### src/rtl/mips_pkg.sv
// Shared constants for the MIPS pipeline front end.
package mips_pkg;

  localparam int unsigned XLEN = 32;
  localparam logic [XLEN-1:0] NOP_INSTR = 32'h0000_0000;
  localparam logic [XLEN-1:0] PC_STEP   = 32'd4;

endpackage

### src/rtl/sat_counter.sv
// Event counter that sticks at all-ones instead of wrapping.
module sat_counter #(
  parameter int unsigned Width = 16
) (
  input  logic             clk,
  input  logic             rst_n,
  input  logic             inc,
  output logic [Width-1:0] count
);

  logic [Width-1:0] count_q, count_d;

  always_comb begin
    count_d = count_q;
    if (inc && (count_q != {Width{1'b1}})) begin
      count_d = count_q + {{(Width-1){1'b0}}, 1'b1};
    end
  end

  always_ff @(posedge clk or negedge rst_n) begin
    if (!rst_n) begin
      count_q <= '0;
    end else begin
      count_q <= count_d;
    end
  end

  assign count = count_q;

endmodule

### src/rtl/if_stage_ctrl.sv
// Instruction-fetch stage: PC register, IF/ID register, stall/flush/redirect handling and
// saturating stall/flush event counters.
module if_stage_ctrl
  import mips_pkg::*;
#(
  parameter logic [31:0] RESET_PC = 32'h0000_0000,
  parameter int unsigned CNT_W    = 16
) (
  input  logic             clk,
  input  logic             rst_n,
  input  logic             data_hazard,
  input  logic             if_flush,
  input  logic             branch_taken,
  input  logic             jump,
  input  logic [XLEN-1:0]  branch_target,
  input  logic [XLEN-1:0]  jump_target,
  input  logic [XLEN-1:0]  imem_instr,
  output logic [XLEN-1:0]  pc,
  output logic [XLEN-1:0]  if_id_instr,
  output logic [XLEN-1:0]  if_id_pc_plus4,
  output logic             if_id_valid,
  output logic             id_ex_bubble,
  output logic [CNT_W-1:0] stall_cnt,
  output logic [CNT_W-1:0] flush_cnt
);

  logic            stall;
  logic            flush_eff;
  logic [XLEN-1:0] pc_plus4;

  logic [XLEN-1:0] pc_q, pc_d;
  logic [XLEN-1:0] if_id_instr_q, if_id_instr_d;
  logic [XLEN-1:0] if_id_pc_plus4_q, if_id_pc_plus4_d;
  logic            if_id_valid_q, if_id_valid_d;

  // A stall masks the flush: branch outcome in ID is computed from stale operands.
  assign stall     = ~data_hazard;
  assign flush_eff = if_flush & ~stall;
  assign pc_plus4  = pc_q + PC_STEP;

  always_comb begin
    pc_d = pc_plus4;
    if (stall) begin
      pc_d = pc_q;
    end else if (jump) begin
      pc_d = jump_target;
    end else if (branch_taken) begin
      pc_d = branch_target;
    end
  end

  always_comb begin
    if_id_instr_d    = imem_instr;
    if_id_pc_plus4_d = pc_plus4;
    if_id_valid_d    = 1'b1;
    if (stall) begin
      if_id_instr_d    = if_id_instr_q;
      if_id_pc_plus4_d = if_id_pc_plus4_q;
      if_id_valid_d    = if_id_valid_q;
    end else if (flush_eff) begin
      if_id_instr_d = NOP_INSTR;
      if_id_valid_d = 1'b0;
    end
  end

  always_ff @(posedge clk or negedge rst_n) begin
    if (!rst_n) begin
      pc_q             <= RESET_PC;
      if_id_instr_q    <= '0;
      if_id_pc_plus4_q <= '0;
      if_id_valid_q    <= 1'b0;
    end else begin
      pc_q             <= pc_d;
      if_id_instr_q    <= if_id_instr_d;
      if_id_pc_plus4_q <= if_id_pc_plus4_d;
      if_id_valid_q    <= if_id_valid_d;
    end
  end

  sat_counter #(
    .Width(CNT_W)
  ) u_stall_cnt (
    .clk  (clk),
    .rst_n(rst_n),
    .inc  (stall),
    .count(stall_cnt)
  );

  sat_counter #(
    .Width(CNT_W)
  ) u_flush_cnt (
    .clk  (clk),
    .rst_n(rst_n),
    .inc  (flush_eff),
    .count(flush_cnt)
  );

  assign pc             = pc_q;
  assign if_id_instr    = if_id_instr_q;
  assign if_id_pc_plus4 = if_id_pc_plus4_q;
  assign if_id_valid    = if_id_valid_q;
  assign id_ex_bubble   = stall;

endmodule

### config.mk
export PLATFORM = sky130hd
export DESIGN_NAME = if_stage_ctrl
export DESIGN_NICKNAME = d
export VERILOG_FILES = /design/src/rtl/mips_pkg.sv /design/src/rtl/sat_counter.sv /design/src/rtl/if_stage_ctrl.sv
export SDC_FILE = /design/constraint.sdc
export NUM_CORES = 1
export LEC_CHECK = 0
export CORE_AREA = 10 10 112 114
export CTS_BUF_LIST = sky130_fd_sc_hd__clkbuf_2 sky130_fd_sc_hd__clkbuf_4 sky130_fd_sc_hd__clkbuf_8
export CTS_CLUSTER_DIAMETER = 150
export DETAILED_ROUTE_END_ITERATION = 10
export DIE_AREA = 0 0 122 124
export DONT_BUFFER_PORTS = 1
export HOLD_SLACK_MARGIN = 0.12
export PLACE_DENSITY_LB_ADDON = 0.05
export SLEW_MARGIN = 20
export SYNTH_ARGS = -nofsm -noshare
export SYNTH_HDL_FRONTEND = slang
export SYNTH_SLANG_ARGS = --single-unit
### constraint.sdc
create_clock -name clk -period 4.2 [get_ports clk]
set_input_delay 0.42 -clock clk [delete_from_list [all_inputs] [get_ports clk]]
set_output_delay 0.42 -clock clk [all_outputs]
set_load 0.05 [all_outputs]
==> flow_metrics.tcl <==
set metrics [dict create \
    end_kind "flip-flop" \
    cts_sinks 129 \
    synth-simple-area-share 0.190 \
    status "completed" \
    rsz0062_at_grt "false" \
    ctsRootBufferMaster "clkbuf_8" \
    areaGrowthSynthToFinish_pct 11.9 \
    via_per_inst 6.80 \
    criticalPathCategory "reg2reg" \
    drt_iter0_drc 467 \
    netlist_instances 641 \
    cp.arrival_ns 2.98 \
    num_antenna_cells 0 \
    powerDensity_nw_per_um2 539 \
    postSynthAreaPerCell_um2 10.3 \
    synth_ff_type "dfrtp_1" \
    fin_crit_sh 0.632 \
    cts_hold_buf 37 \
    synth-edff-count 0 \
    comb_power_share 0.115 \
    max-slew-margin-rel 0.288 \
    nFillCells 729 \
    ios 232 \
    yosys.cell_count.top_type "dfrtp_1" \
    dr.pass1.iters 5 \
    power_w 0.00400 \
    gp_congestion 0.857 \
    core_um2 10200 \
    antenna_found_initial 0 \
    worstPathCellList "and3_1 > nand4_4 > or3_1 > o311ai_1" \
    ys_seq_area_frac 0.487 \
    tightest_slew_ns 1.07 \
    ir_worst_vdd_mv 0.447 \
    worstPathMaxFanout 37 \
    max_cap_violations 0 \
    htreeDepth 4 \
    cts-buffers-inserted 17 \
    synth_fp_nets 746 \
    place_ws_ns 1.60 \
    grt_use_met2 0.403 \
    rows 37 \
    routedWlPerCell_um 24.4 \
    layout-drive-gt1-share 0.0769 \
    start_util 0.648 \
    seq_power_share 0.597 \
    wl_mm 19.5 \
    synth-compound-area-share 0.188 \
    clk_latency_ns 0.44 \
    leakage_nw 3.11 \
    post_cts_buffers 0 \
    io_buffers 0 \
    path_clk_slew_ns 0.08 \
    overflow 0 \
    p_sw_frac 0.426 \
    synth_top_area_frac 0.487 \
    grt_max_degree 130 \
    dp_hpwl_mm 12.7 \
    min_period_ns 2.65 \
    nNetsFinal 756 \
    die_area_um2 15100 \
    max_freq_ghz 0.377 \
    busiest_layer "met2" \
    yosysWarnings 0 \
    async_reset_ff_frac 1.00 \
    post-route-util 0.725 \
    cts_resized 0 \
    grtUsageMet3 0.120 \
    required_ns 4.52 \
    synth_top_family_by_area "simple AND/OR/NAND/NOR gates" \
    synthTopCellsByArea "dfrtp_1, a22o_1, xor2_1, mux2i_1, nand3_1" \
    die_w_um 122 \
    startpoint_type "flip-flop" \
    switchingPower_w 0.00170 \
    crit_slowest_cell "dfrtp_1" \
    slew_violations 0 \
    use_met1 0.301 \
    grt_use_total 0.255 \
    cts_tree "yes" \
    vias 5432 \
    drc 0 \
    clock_skew_ns 0.0133 \
    min_path_type "in2reg" \
    layout_setup_ws_ns 1.55 \
    grt_pass1_vias 5376 \
    synth_seq_cells 129 \
    yosysTopAreaCell "dfrtp_1" \
    clock_power_share 0.288 \
    hold_viol 0 \
    synth.distinct_cells 60 \
    finalSetupViolCount 0 \
    whs_path_depth 2 \
    clock_path_buffers 2 \
    synth_area_um2 6630 \
    intPower_w 0.00229 \
    postRouteAntennaNets 0 \
    yosys-top-cells-count "dfrtp_1, a22o_1, nor2_1, nand2_1, nand3_1" \
    synthAdderAreaFrac 0.00566 \
    grt_pass1_wl_mm 30.4 \
    synthMuxAreaShare 0.0344 \
    cpPeakStageDelay_ns 0.78 \
    tns_ns 0 \
    die_h_um 124 \
    r2r_cells 4 \
    yosys.area_share.xor_xnor 0.0542 \
]
metal layers:
layer | share of wire | wire, um | vias up
li1 | - | - | 2457
met1 | 0.38 | 7320 | 2667
met2 | 0.49 | 9550 | 279
met3 | 0.12 | 2300 | 29
met4 | 0.017 | 325 | 0
met5 | 0 | 0 | -
layout make-up:
type,instances,area (um^2),area share
clock buffer,18,241,0.0326
clock inverter,13,188,0.0253
inverter,10,37.5,0.00506
multi-input combinational,453,3140,0.423
sequential,129,3230,0.435
tap,136,170,0.0229
timing repair buffer,40,410,0.0553
metrics by stage:
stage	cell area, um^2	hold WS [ns]	instances
6_report	7410	0.162	799
5_1_grt	7410	0.124	799
3_5_place_dp	6590	0.129	731
3_3_place_gp	6590	0.129	731
4_1_cts	7410	0.121	799
2_1_floorplan	6630	0.124	641
critical path, delay by kind of cell (launching register included):
kind | cells | cell delay, ns
AOI/OAI and AO/OA | 1 | 0.31
and+or+nand+nor | 3 | 1.44
DFF | 1 | 0.78
cells by family after synthesis:
group	after synthesis
flops	129
buf+inv	59
compound gates	166
mux	22
xor+xnor	41
fa+ha+maj	3
simple gates	221
power groups by stage:
stage | clock [W] | combinational (W) | sequential (W)
6_report | 0.00115 | 0.000458 | 0.00239
5_1_grt | 0.00122 | 0.000513 | 0.00242
4_1_cts | 0.00116 | 0.000454 | 0.00238
3_5_place_dp | 0 | 0.000395 | 0.00241
3_3_place_gp | 0 | 0.000376 | 0.00240
2_1_floorplan | 0 | 0.000379 | 0.00228
worst paths after layout:
kind / start / endpoint / slack (ns)
hold reg to reg: if_id_pc_plus4[10] / if_id_pc_plus4[10] / 0.81
max in group asynchronous: rst_n / u_stall_cnt.count[2] / 3.10
hold / removal: jump / pc[6] / 0.16
min in group asynchronous: rst_n / if_id_pc_plus4[21] / 0.58
setup reg to reg: pc[7] / pc[19] / 1.55
setup / recovery: pc[7] / pc[19] / 1.55
cells in the final DEF (no fill, tap or decap), drive strengths merged, types with 8 or more instances in the layout:
master	n
dfrtp	129
a22o	53
nor2	39
nand2	37
dlygate4sd3	36
nand3	30
xor2	25
a21oi	22
nand4	22
or3	19
clkbuf	18
or4	16
o21ai	16
xnor2	16
mux2i	16
nor3	14
o311ai	14
o31ai	13
a31oi	11
inv	11
a22oi	9
nand2b	8
o211ai	8
flip-flops by register name, summed over array words and instances, names as in the netlist:
register / cells
if_id_instr: 32
if_id_pc_plus4: 32
if_id_valid: 1
pc: 32
u_flush_cnt.count: 16
u_stall_cnt.count: 16
Note: power is estimated with default switching activity, not from simulation.
